--- src/rtl/mmio_pkg.sv ---
// Shared types and defaults for the MMIO interconnect.
// Holds the FSM encoding plus the stock window map used when a top is left unparameterised.
package mmio_pkg;

  typedef enum logic [1:0] {
    IDLE = 2'd0,
    REQ  = 2'd1,
    RESP = 2'd2,
    HOLD = 2'd3
  } state_e;

  localparam logic [31:0]  ERR_DATA_DEF = 32'hDEAD_BEEF;
  localparam logic [127:0] DEV_BASE_DEF = {32'hFFFF_0030, 32'hFFFF_0020,
                                           32'hFFFF_0010, 32'hFFFF_0000};
  localparam logic [127:0] DEV_MASK_DEF = {4{32'hFFFF_FFF0}};

  // Slot index width, kept at least one bit so a single-device build still has a port.
  function automatic int slot_width(input int n);
    return (n > 1) ? $clog2(n) : 1;
  endfunction

endpackage

--- src/rtl/mmio_window_decode.sv ---
// Combinational address decoder: matches an address against N base/mask windows.
// The lowest matching index wins; the offset is taken with the winning window's mask.
module mmio_window_decode
  import mmio_pkg::*;
#(
  parameter int                        N_DEV    = 4,
  parameter int                        ADDR_W   = 32,
  parameter logic [N_DEV*ADDR_W-1:0]   DEV_BASE = DEV_BASE_DEF,
  parameter logic [N_DEV*ADDR_W-1:0]   DEV_MASK = DEV_MASK_DEF,
  localparam int                       SLOT_W   = slot_width(N_DEV)
) (
  input  logic [ADDR_W-1:0] addr_i,
  output logic [N_DEV-1:0]  hit_vec_o,
  output logic [SLOT_W-1:0] slot_o,
  output logic              hit_o,
  output logic [ADDR_W-1:0] offset_o
);

  logic [N_DEV-1:0] match;

  for (genvar gi = 0; gi < N_DEV; gi++) begin : g_match
    assign match[gi] = ((addr_i & DEV_MASK[gi*ADDR_W +: ADDR_W]) ==
                        (DEV_BASE[gi*ADDR_W +: ADDR_W] & DEV_MASK[gi*ADDR_W +: ADDR_W]));
  end

  logic [ADDR_W-1:0] mask_sel;

  // Scan downward so the lowest matching index is the last one written.
  always_comb begin
    hit_vec_o = '0;
    slot_o    = '0;
    hit_o     = 1'b0;
    mask_sel  = '0;
    for (int i = N_DEV - 1; i >= 0; i--) begin
      if (match[i]) begin
        hit_vec_o    = '0;
        hit_vec_o[i] = 1'b1;
        slot_o       = SLOT_W'(i);
        hit_o        = 1'b1;
        mask_sel     = DEV_MASK[i*ADDR_W +: ADDR_W];
      end
    end
  end

  assign offset_o = addr_i & ~mask_sel;

endmodule

--- src/rtl/mmio_bus.sv ---
// MMIO interconnect: routes one held read/write request to one of N devices over sel/ack,
// returning a one-cycle done pulse with data, or an error on unmapped/illegal/timeout.
module mmio_bus
  import mmio_pkg::*;
#(
  parameter int                      N_DEV    = 4,
  parameter int                      ADDR_W   = 32,
  parameter int                      DATA_W   = 32,
  parameter int                      TIMEOUT  = 255,
  parameter logic [N_DEV*ADDR_W-1:0] DEV_BASE = DEV_BASE_DEF,
  parameter logic [N_DEV*ADDR_W-1:0] DEV_MASK = DEV_MASK_DEF,
  parameter logic [DATA_W-1:0]       ERR_DATA = ERR_DATA_DEF
) (
  input  logic                    sys_clk,
  input  logic                    rst,
  input  logic                    mmio_read,
  input  logic                    mmio_write,
  input  logic [ADDR_W-1:0]       mmio_addr,
  input  logic [DATA_W-1:0]       mmio_write_data,
  output logic                    mmio_read_done,
  output logic                    mmio_write_done,
  output logic [DATA_W-1:0]       mmio_read_data,
  output logic                    mmio_err,
  output logic [N_DEV-1:0]        dev_sel,
  output logic                    dev_we,
  output logic [ADDR_W-1:0]       dev_addr,
  output logic [DATA_W-1:0]       dev_wdata,
  input  logic [N_DEV*DATA_W-1:0] dev_rdata,
  input  logic [N_DEV-1:0]        dev_ack
);

  localparam int              SLOT_W   = slot_width(N_DEV);
  localparam int              CNT_W    = $clog2(TIMEOUT + 1);
  localparam logic [CNT_W-1:0] CNT_MAX  = CNT_W'(TIMEOUT);
  localparam logic [CNT_W-1:0] CNT_LAST = CNT_W'(TIMEOUT - 1);

  state_e              state_q, state_d;
  logic                rd_q, rd_d;
  logic                wr_q, wr_d;
  logic                err_q, err_d;
  logic [N_DEV-1:0]    sel_q, sel_d;
  logic [SLOT_W-1:0]   slot_q, slot_d;
  logic [ADDR_W-1:0]   addr_q, addr_d;
  logic [DATA_W-1:0]   wdata_q, wdata_d;
  logic [DATA_W-1:0]   rdata_q, rdata_d;
  logic [CNT_W-1:0]    cnt_q, cnt_d;

  logic [N_DEV-1:0]    dec_hit_vec;
  logic [SLOT_W-1:0]   dec_slot;
  logic                dec_hit;
  logic [ADDR_W-1:0]   dec_offset;

  mmio_window_decode #(
    .N_DEV    (N_DEV),
    .ADDR_W   (ADDR_W),
    .DEV_BASE (DEV_BASE),
    .DEV_MASK (DEV_MASK)
  ) u_decode (
    .addr_i    (mmio_addr),
    .hit_vec_o (dec_hit_vec),
    .slot_o    (dec_slot),
    .hit_o     (dec_hit),
    .offset_o  (dec_offset)
  );

  logic [DATA_W-1:0] rdata_arr [N_DEV];

  for (genvar gi = 0; gi < N_DEV; gi++) begin : g_rdata
    assign rdata_arr[gi] = dev_rdata[gi*DATA_W +: DATA_W];
  end

  always_comb begin
    state_d = state_q;
    rd_d    = rd_q;
    wr_d    = wr_q;
    err_d   = err_q;
    sel_d   = sel_q;
    slot_d  = slot_q;
    addr_d  = addr_q;
    wdata_d = wdata_q;
    rdata_d = rdata_q;
    cnt_d   = cnt_q;
    case (state_q)
      IDLE: begin
        if (mmio_read || mmio_write) begin
          rd_d = mmio_read;
          wr_d = mmio_write;
          if ((mmio_read && mmio_write) || !dec_hit) begin
            err_d = 1'b1;
            if (mmio_read) rdata_d = ERR_DATA;
            state_d = RESP;
          end else begin
            err_d   = 1'b0;
            sel_d   = dec_hit_vec;
            slot_d  = dec_slot;
            addr_d  = dec_offset;
            wdata_d = mmio_write_data;
            cnt_d   = '0;
            state_d = REQ;
          end
        end
      end
      REQ: begin
        // Ack is checked before the timeout so a last-cycle ack still succeeds.
        if (dev_ack[slot_q]) begin
          err_d = 1'b0;
          if (rd_q) rdata_d = rdata_arr[slot_q];
          state_d = RESP;
        end else if (cnt_q == CNT_LAST) begin
          err_d = 1'b1;
          if (rd_q) rdata_d = ERR_DATA;
          state_d = RESP;
        end
        if (cnt_q != CNT_MAX) cnt_d = cnt_q + 1'b1;
      end
      RESP: state_d = HOLD;
      HOLD: begin
        if (!mmio_read && !mmio_write) state_d = IDLE;
      end
      default: state_d = IDLE;
    endcase
  end

  always_ff @(posedge sys_clk) begin
    if (rst) begin
      state_q <= IDLE;
      rd_q    <= 1'b0;
      wr_q    <= 1'b0;
      err_q   <= 1'b0;
      sel_q   <= '0;
      slot_q  <= '0;
      addr_q  <= '0;
      wdata_q <= '0;
      rdata_q <= '0;
      cnt_q   <= '0;
    end else begin
      state_q <= state_d;
      rd_q    <= rd_d;
      wr_q    <= wr_d;
      err_q   <= err_d;
      sel_q   <= sel_d;
      slot_q  <= slot_d;
      addr_q  <= addr_d;
      wdata_q <= wdata_d;
      rdata_q <= rdata_d;
      cnt_q   <= cnt_d;
    end
  end

  assign dev_sel         = (state_q == REQ) ? sel_q : '0;
  assign dev_we          = wr_q;
  assign dev_addr        = addr_q;
  assign dev_wdata       = wdata_q;
  assign mmio_read_done  = (state_q == RESP) && rd_q;
  assign mmio_write_done = (state_q == RESP) && wr_q;
  assign mmio_err        = (state_q == RESP) && err_q;
  assign mmio_read_data  = rdata_q;

endmodule

--- config.mk ---
export PLATFORM = sky130hd
export DESIGN_NAME = mmio_bus
export DESIGN_NICKNAME = d
export VERILOG_FILES = /design/src/rtl/mmio_pkg.sv /design/src/rtl/mmio_window_decode.sv /design/src/rtl/mmio_bus.sv
export SDC_FILE = /design/constraint.sdc
export NUM_CORES = 1
export LEC_CHECK = 0
export ABC_AREA = 1
export CAP_MARGIN = 20
export CORE_AREA = 2 2 118 120
export DETAILED_ROUTE_END_ITERATION = 16
export DIE_AREA = 0 0 120 122
export DONT_BUFFER_PORTS = 1
export MAX_ROUTING_LAYER = met4
export SLEW_MARGIN = 20
export SYNTH_ARGS = -nofsm -noshare
export SYNTH_HDL_FRONTEND = slang
export SYNTH_SLANG_ARGS = --single-unit
--- constraint.sdc ---
create_clock -name sys_clk -period 2.6 [get_ports sys_clk]
set_input_delay 0.52 -clock sys_clk [delete_from_list [all_inputs] [get_ports sys_clk]]
set_output_delay 0.52 -clock sys_clk [all_outputs]
set_load 0.01 [all_outputs]
* Word-level counts from Yosys, hierarchy flattened
Index checks and enable logic that the tools add are counted.
** Storage, ports and cells
- Output and inout port bits :: 104
- Input bits :: 200
- Bits in registers :: 115
- Logic and storage cells :: 98
** Operators by class
- Order comparisons :: 2
- Reductions and logical operators :: 18
- Multiplexer cells :: 45
- Add/subtract/negate cells :: 1
- Eq/ne operators :: 18
- Bitwise operators :: 4
** Operator list (number)
- two-way mux 32 bit :: 13
- equality test 28 bit (second input constant) :: 4
- binary-select mux 32 bit (select 2 bit) :: 1
- case mux 32 bit (2 select lines) :: 1
- bitwise AND 32 bit :: 1
- NOT 32 bit :: 1
- two-way mux 8 bit :: 3
- two-way mux 4 bit :: 5
- two-way mux 2 bit :: 9
- case mux 8 bit (2 select lines) :: 1
- inequality test 2 bit (second input constant) :: 6
- two-way mux 1 bit :: 9
- inequality test 3 bit (second input constant) :: 3
- AND reduction 3 bit :: 3
- adder 8 x 1 -> 8 bit (second input constant) :: 1
- equality test 8 bit (second input constant) :: 1
- inequality test 8 bit (second input constant) :: 1
- case mux 2 bit (4 select lines) :: 1
- AND reduction 7 bit :: 1
- logical AND 1 bit :: 5
- equality test 2 bit (second input constant) :: 2
- AND reduction 4 bit :: 1
- greater-or-equal comparator 3 bit (second input constant) :: 1
- zero test 1 bit :: 3
- other kinds (10) :: 11

* Longest topological paths before layout
Gate-level depths: netlist of the first run.
- Word-level depth :: 10
- Depth in mapped cells :: 14
- Mapped depth without buffers :: 13

* By module
Synthesis of the first run repeated with hierarchy kept, for this count alone.
** Second synthesis, totals
- Cells, all modules :: 938
- Area, all modules :: 5959.5 um2
** Modules (own cells, without submodules)
- mmio_bus :: cells an instance 839, times used 1, sequential area each 2302.2 um2, area an instance 5495.3 um2
- mmio_window_decode :: cells an instance 99, times used 1, sequential area each 0.0 um2, area an instance 464.2 um2

* Worst setup path before layout of the first run
No wires, ideal clock.
- Kind :: input port to flip-flop
- Start :: input mmio_addr[15]
- End :: register slot_q[0]
- Setup time :: 0.117 ns
- Cell stages on the path :: 12
- Path slack :: 0.753 ns
- Required time :: 2.483 ns
- Arrival time :: 1.730 ns
- Buffers on the path :: 2
- Path through :: nor2_1 -> nand2_1 -> nor2_2 -> nand2_1 -> nor2_1 -> nor2_1 -> nand2_2 -> nand4_2 -> buf_6 -> buf_6 -> nor3_1 -> nor2_1
** On the way
- Cells in the longest elaborated chain, start to end :: 9
- Elaborated cells between the ends (all ways) :: 16
- Classes of those cells :: 4 x eq/ne; 8 x mux; 1 x bitwise; 3 x reduce/logical
** RTL lines
- start: declaration :: RTL line mmio_bus.sv:18 : input logic [ADDR_W-1:0] mmio_addr,
- equality test 28 bit :: RTL line mmio_window_decode.sv:22 : assign match[gi] = ((addr_i & DEV_MASK[gi*ADDR_W +: ADDR_W]) ==
- two-way mux 1 bit (4 in a row) :: RTL line mmio_window_decode.sv:35 : if (match[i]) begin
- zero test 1 bit :: RTL line mmio_bus.sv:88 : if ((mmio_read && mmio_write) || !dec_hit) begin
- logical OR 1 bit :: RTL line mmio_bus.sv:88
- NOT 1 bit (no line)
- AND reduction 3 bit (no line)
- end signal: assignment :: RTL line mmio_bus.sv:142 : slot_q <= slot_d;
- end: declaration :: RTL line mmio_bus.sv:42 : logic [SLOT_W-1:0] slot_q, slot_d;
Parallel ways exist; a longest one is shown, timed or not.
A chain may end at the register's enable or synchronous reset.

* Worst setup path in the final report of the first run
- Start :: register state_q[1]
- End :: register rdata_q[22] (netlist: mmio_read_data[22])
** On the way
- Cells in the longest elaborated chain, start to end :: 3
- Elaborated cells between the ends (all ways) :: 11
- Classes of those cells :: 7 x eq/ne; 1 x mux; 3 x reduce/logical
** RTL lines
- start: declaration :: RTL line mmio_bus.sv:37 : state_e state_q, state_d;
- start signal: assignment :: RTL line mmio_bus.sv:137 : state_q <= state_d;
- equality test 2 x 1 -> 1 bit or zero test 2 bit (tied branches) :: RTL line mmio_bus.sv:83 : case (state_q)
- inequality test 3 bit (no line), or another cell as far along
- AND reduction 7 bit (no line)
- end signal: assignment :: RTL line mmio_bus.sv:145 : rdata_q <= rdata_d;
- end: declaration :: RTL line mmio_bus.sv:45 : logic [DATA_W-1:0] rdata_q, rdata_d;
Parallel ways exist; a longest one is shown, timed or not.

==> results_dict.tcl, run 1 <==
set metrics [dict create \
    status "completed" \
    place_congestion 0.817 \
    hpwl_um 11600 \
    drtAntennaViolNets 0 \
    cts_num_sinks 115 \
    report.final.hold_viol_count 0 \
    worstPathCellList "inv_1, ha_1, inv_1, nor2_1, nand2_1, o21ai_1, nor2_4, nand2_2, inv_4, nor2_1, nor2_1" \
    leakagePower_nw 3.36 \
    p_switching_mw 2.20 \
    worst-path-max-fanout 28 \
    finalPower_mw 6.07 \
    synth_top_area_share 0.388 \
    critPathBufInv 3 \
    wirelength_um 16100 \
    place_inst 1073 \
    antenna_found_initial 0 \
    synth_area_leader_cell "dfxtp_1" \
    rsz0062_at_grt "false" \
    die_h_um 122 \
    clock_path_buffers 2 \
    async_flop_share 0 \
    p_per_area_nw_per_um2 924 \
    maxSlewViolCount 0 \
    hold_class "in2reg" \
    antennaDiodeCount 0 \
    drtPass1Iterations 4 \
    grt_use_total 0.220 \
    grt_max_degree 113 \
    viasPerCell 5.07 \
    min_period_ps 2160 \
    synth.most_common_cell "nand2_1" \
    area_growth_pct 10.8 \
    arrival_ps 2460 \
    crit_top_cell "nor2_1" \
    synthTopCellsByCount "227 x nand2_1, 218 x nor2_1, 115 x dfxtp_1" \
    postCtsSetupBuffers 0 \
    layout.nets 1118 \
    cp-start-kind "flip-flop" \
    rows 43 \
    critical_path.slowest_cell "ha_1" \
    yosysSeqAreaShare 0.388 \
    dieArea_um2 14600 \
    p_sw_frac 0.362 \
    drive_gt1_frac 0.0681 \
    cts_tree "yes" \
    worst_pin_slew_ps 666 \
    yosysWarnings 0 \
    syn_inst 940 \
    ys_types 32 \
    critical_path.top_delay_family "simple AND/OR/NAND/NOR gates" \
    stdcell_count 1105 \
    pwr-share-comb 0.216 \
    min_period_over_period 0.829 \
    grt_pass1_vias 5007 \
    fin_area_um2 6570 \
    ios 304 \
    drt_iter0_drc 371 \
    end_kind "flip-flop" \
    seqPwrFrac 0.409 \
    max_stage_delay_ps 450 \
    clkPwrFrac 0.375 \
    start_util 0.439 \
    synth_nets 1146 \
    routed-via-count 5603 \
    skew_ps 6.29 \
    yosys-top-cells-area "dfxtp_1 39%, nand2_1 14%, nor2_1 14%" \
    setup_slack_ps 444 \
    path_clk_slew_ps 50 \
    maxCapViolCount 0 \
    ys_ff_latch 115 \
    synth-edff-count 0 \
    n_fill_cell 1418 \
    dpl-instance-area_um2 5990 \
    power.internal_mw 3.87 \
    place.port_buffers 0 \
    peakVddDrop_uv 607 \
    cts-root-buf "clkbuf_16" \
    syn_area_um2 5930 \
    critPathKind "reg2reg" \
    setup_viol 0 \
    cts_resized 0 \
    avgRoutedWirePerCell_um 14.5 \
    fmax_ghz 0.464 \
    drc 0 \
    htreeDepth 4 \
    ctsHoldBuffers 0 \
    grt_pass1_wl_um 24600 \
    synth_flop_cell "dfxtp_1" \
    cp.required_ps 2900 \
    coreArea_um2 13500 \
    cts_inserted_buffers 17 \
    postSynthAreaPerCell_um2 6.31 \
    post-place-ws_ps 428 \
    tns_ps 0 \
    grt_remaining_overflow 0 \
    die_w_um 120 \
    relSlewSlack 0.556 \
    worstSkewPairLatency_ps 420 \
]
## kinds of logic after synthesis
group / Yosys count / synth area share
buffers and inverters: 159 / 0.113
adders and majority gates: 6 / 0.0127
DFF: 115 / 0.388
xor gates and xnor gates: 1 / 0.00148
and+or+nand+nor: 530 / 0.361
AOI/OAI and AO/OA: 129 / 0.123
## final timing paths
path	start	endpoint	slack (ps)	depth (start not counted)
setup / recovery	state_q[1]	mmio_read_data[22]	440	11
hold / removal	rst	rd_q	160	1
setup reg to reg	state_q[1]	mmio_read_data[22]	440	11
hold reg to reg	rd_q	rd_q	490	2
## power groups by stage
| stage | clock [mW] | sequential (mW) | combinational, mW |
|---|---|---|---|
| after floorplan | 0 | 2.38 | 1.14 |
| after global placement | 0 | 2.54 | 1.30 |
| after detailed placement | 0 | 2.53 | 1.32 |
| after CTS | 2.33 | 2.50 | 1.33 |
| after global routing | 2.42 | 2.52 | 1.53 |
| final | 2.27 | 2.48 | 1.31 |
## layer usage
metal,up-vias,share of wire,track usage
met5,-,0,-
met2,226,0.45,0.336
met3,44,0.087,0.0782
met1,2442,0.43,0.251
met4,0,0.041,0.122
li1,2891,-,-
## final cells by class
cell class,count,area (um^2),share of cell area
clock inverters,14,140,0.0213
inverters,100,379,0.0577
flip-flops and latches,115,2300,0.351
multi-input cells,666,2970,0.452
repair buffers,12,115,0.0175
well taps,180,225,0.0343
clock buffers,18,439,0.0669
## metrics by stage
step / hold WS [ps] / utilization
3_3_place_gp: 476 / 0.443
5_1_grt: 147 / 0.486
4_1_cts: 146 / 0.486
3_5_place_dp: 482 / 0.443
2_1_floorplan: 447 / -
6_report: 165 / 0.486
## state kept, by name, indices dropped and copies added, names as in the netlist
signal and count:
cnt_q 8, dev_addr 32, dev_wdata 32, dev_we 1, err_q 1, mmio_read_data 32
rd_q 1, sel_q 4, slot_q 2, state_q 2
## layout by cell type, fill, tap and decap left out
cell type     n
o311ai_0      1
o211ai_1      1
nand3_2       1
a31oi_1       1
nand4_4       1
nand2_1     227
or2_2         2
bufinv_16     1
a21oi_1      77
nor2_2        3
nand3_1      68
nor2_4        1
dfxtp_1     114
inv_6         8
inv_4         1
dfxtp_2       1
a31o_2        1
nand2_2       4
o21ai_1       1
xor2_1        1
nor3_1        2
a221oi_1      4
ha_1          6
a22oi_1      24
inv_1        96
clkinv_4      2
nand4_1       2
clkbuf_16    17
clkinv_2      1
clkinvlp_4    3
o21ai_0      19
buf_12        2
inv_2         2
buf_4        10
nor2_1      218
clkbuf_8      1
nand3_4       1
Note: power is estimated with default switching activity, not from simulation.
==> run 2, diff against run 1 <==
clock period = 2.1 ns   (was 2.6 ns; I/O delays follow)
==> run 2 against run 1 <==
Effect of this change:
- count of clock-buffer cells in the layout did not move
- utilization up 1.1 points
- clock skew fell by 0.86 ps
- sequential power up 24%
- fmax up 14%
- cell count grew 0.36%
- worst setup slack worse by 240 ps
- routed wire length barely moved
- flip-flop and latch count unchanged
- combinational power grew 31%
- design area rose by 2.2%
==> results_dict.tcl, run 2 (synthesis results as in run 1) <==
set metrics [dict create \
    status "completed" \
    maxSlewViolCount 0 \
    drc 0 \
    cts-root-buf "clkbuf_16" \
    drtPass1Iterations 4 \
    hold_ws_ps 78.6 \
    min_period_over_period 0.902 \
    rows 43 \
    layout.nets 1122 \
    final_cell_mix "227 x nand2_1, 218 x nor2_1, 114 x dfxtp_1, 96 x inv_1, 77 x a21oi_1" \
    die_h_um 122 \
    die_w_um 120 \
    peakVddDrop_uv 601 \
    grt_pass1_vias 4899 \
    min_period_ps 1890 \
    place_inst 1077 \
    hold_class "in2reg" \
    n_fill_cell 1376 \
    hpwl_um 11700 \
    seqCellArea_um2 2300 \
    multi_input_area_um2 2970 \
    worst_pin_slew_ps 487 \
    htreeDepth 4 \
    avgRoutedWirePerCell_um 14.5 \
    grt_use_total 0.216 \
    worst-path-max-fanout 12 \
    path_clk_slew_ps 60 \
    drive_gt1_frac 0.0732 \
    critPathKind "reg2reg" \
    clock_path_buffers 2 \
    skew_ps 5.43 \
    routed-via-count 5549 \
    coreArea_um2 13500 \
    report.final.hold_viol_count 0 \
    critical_path.slowest_cell "dfxtp_1" \
    postCtsSetupBuffers 0 \
    cts_inserted_buffers 17 \
    place.port_buffers 0 \
    max_stage_delay_ps 400 \
    antenna_found_initial 0 \
    cp.required_ps 2400 \
    fmax_ghz 0.528 \
    arrival_ps 2190 \
    setup_viol 0 \
    cts_num_sinks 115 \
    maxCapViolCount 0 \
    layout_commonest_cell "nand2_1" \
    antennaDiodeCount 0 \
    area_growth_pct 13.3 \
    stdcell_count 1109 \
    drt_iter0_drc 323 \
    cp-start-kind "flip-flop" \
    dieArea_um2 14600 \
    worstPathCellList "inv_1, ha_1, nand2_1, o21ai_0, inv_1, nand2_2, nor2_4, nand2_2, buf_4, o21ai_0, nor2_1" \
    leakagePower_nw 3.42 \
    place_congestion 0.877 \
    grt_remaining_overflow 0 \
    cts_tree "yes" \
    drtAntennaViolNets 0 \
    relSlewSlack 0.675 \
    p_per_area_nw_per_um2 1170 \
    wirelength_um 16100 \
    ios 304 \
    tns_ps 0 \
    rsz0062_at_grt "false" \
    start_util 0.439 \
    end_kind "flip-flop" \
    grt_max_degree 113 \
    grt_pass1_wl_um 24200 \
    viasPerCell 5.00 \
    worstSkewPairLatency_ps 400 \
]
-- run 2: area by class of cell --
type	count	area share
sequential	115	0.343
tap	180	0.0335
clock inverter	14	0.0300
inverter	100	0.0568
timing repair buffer	16	0.0291
multi-input combinational	666	0.442
clock buffer	18	0.0654
-- run 2: critical path: cells and delay by family, from the launching register on --
kind / cells / cell delay [ps]
adder cells (fa/ha/maj): 1 / 290
AO/OA/AOI/OAI: 2 / 250
flip-flops: 1 / 400
AND/OR/NAND/NOR: 5 / 480
buffers and inverters: 3 / 360
-- run 2: what timing repair did --
item                                    CTS  global route
hold buffers                              0             0
resized for setup                         0             2
endpoints found under the setup margin    0            14
-- run 2: per-stage QoR --
stage,worst slack [ps],total power [mW],area (um^2),util
6_report,206,7.88,6710,0.497
3_3_place_gp,181,4.85,6070,0.449
3_5_place_dp,146,4.86,6070,0.449
5_1_grt,77.3,8.38,6710,0.497
4_1_cts,113,7.99,6710,0.497
2_1_floorplan,283,4.36,5930,-
-- run 2: power by group --
| group | total [mW] | internal (mW) | switching, mW |
|---|---|---|---|
| Sequential | 3.07 | 2.57 | 0.507 |
| Clock | 3.08 | 2.03 | 1.05 |
| Combinational | 1.72 | 0.621 | 1.10 |
| Total | 7.88 | 5.22 | 2.66 |
-- run 2: path summary, 6_finish.rpt --
kind,start,cells after the start,endpoint,slack (ps)
hold / removal,rst,1,dev_we,80
setup / recovery,state_q[0],11,mmio_read_data[4],210
hold reg to reg,cnt_q[7],2,cnt_q[7],500
setup reg to reg,state_q[0],11,mmio_read_data[4],210
-- run 2: routing by layer --
| metal | up-vias | global-route usage | wire length [um] |
|---|---|---|---|
| met5 | - | - | 0 |
| met4 | 0 | 0.0971 | 506 |
| met3 | 32 | 0.0749 | 1340 |
| met2 | 225 | 0.339 | 7420 |
| met1 | 2390 | 0.251 | 6810 |
| li1 | 2902 | - | - |
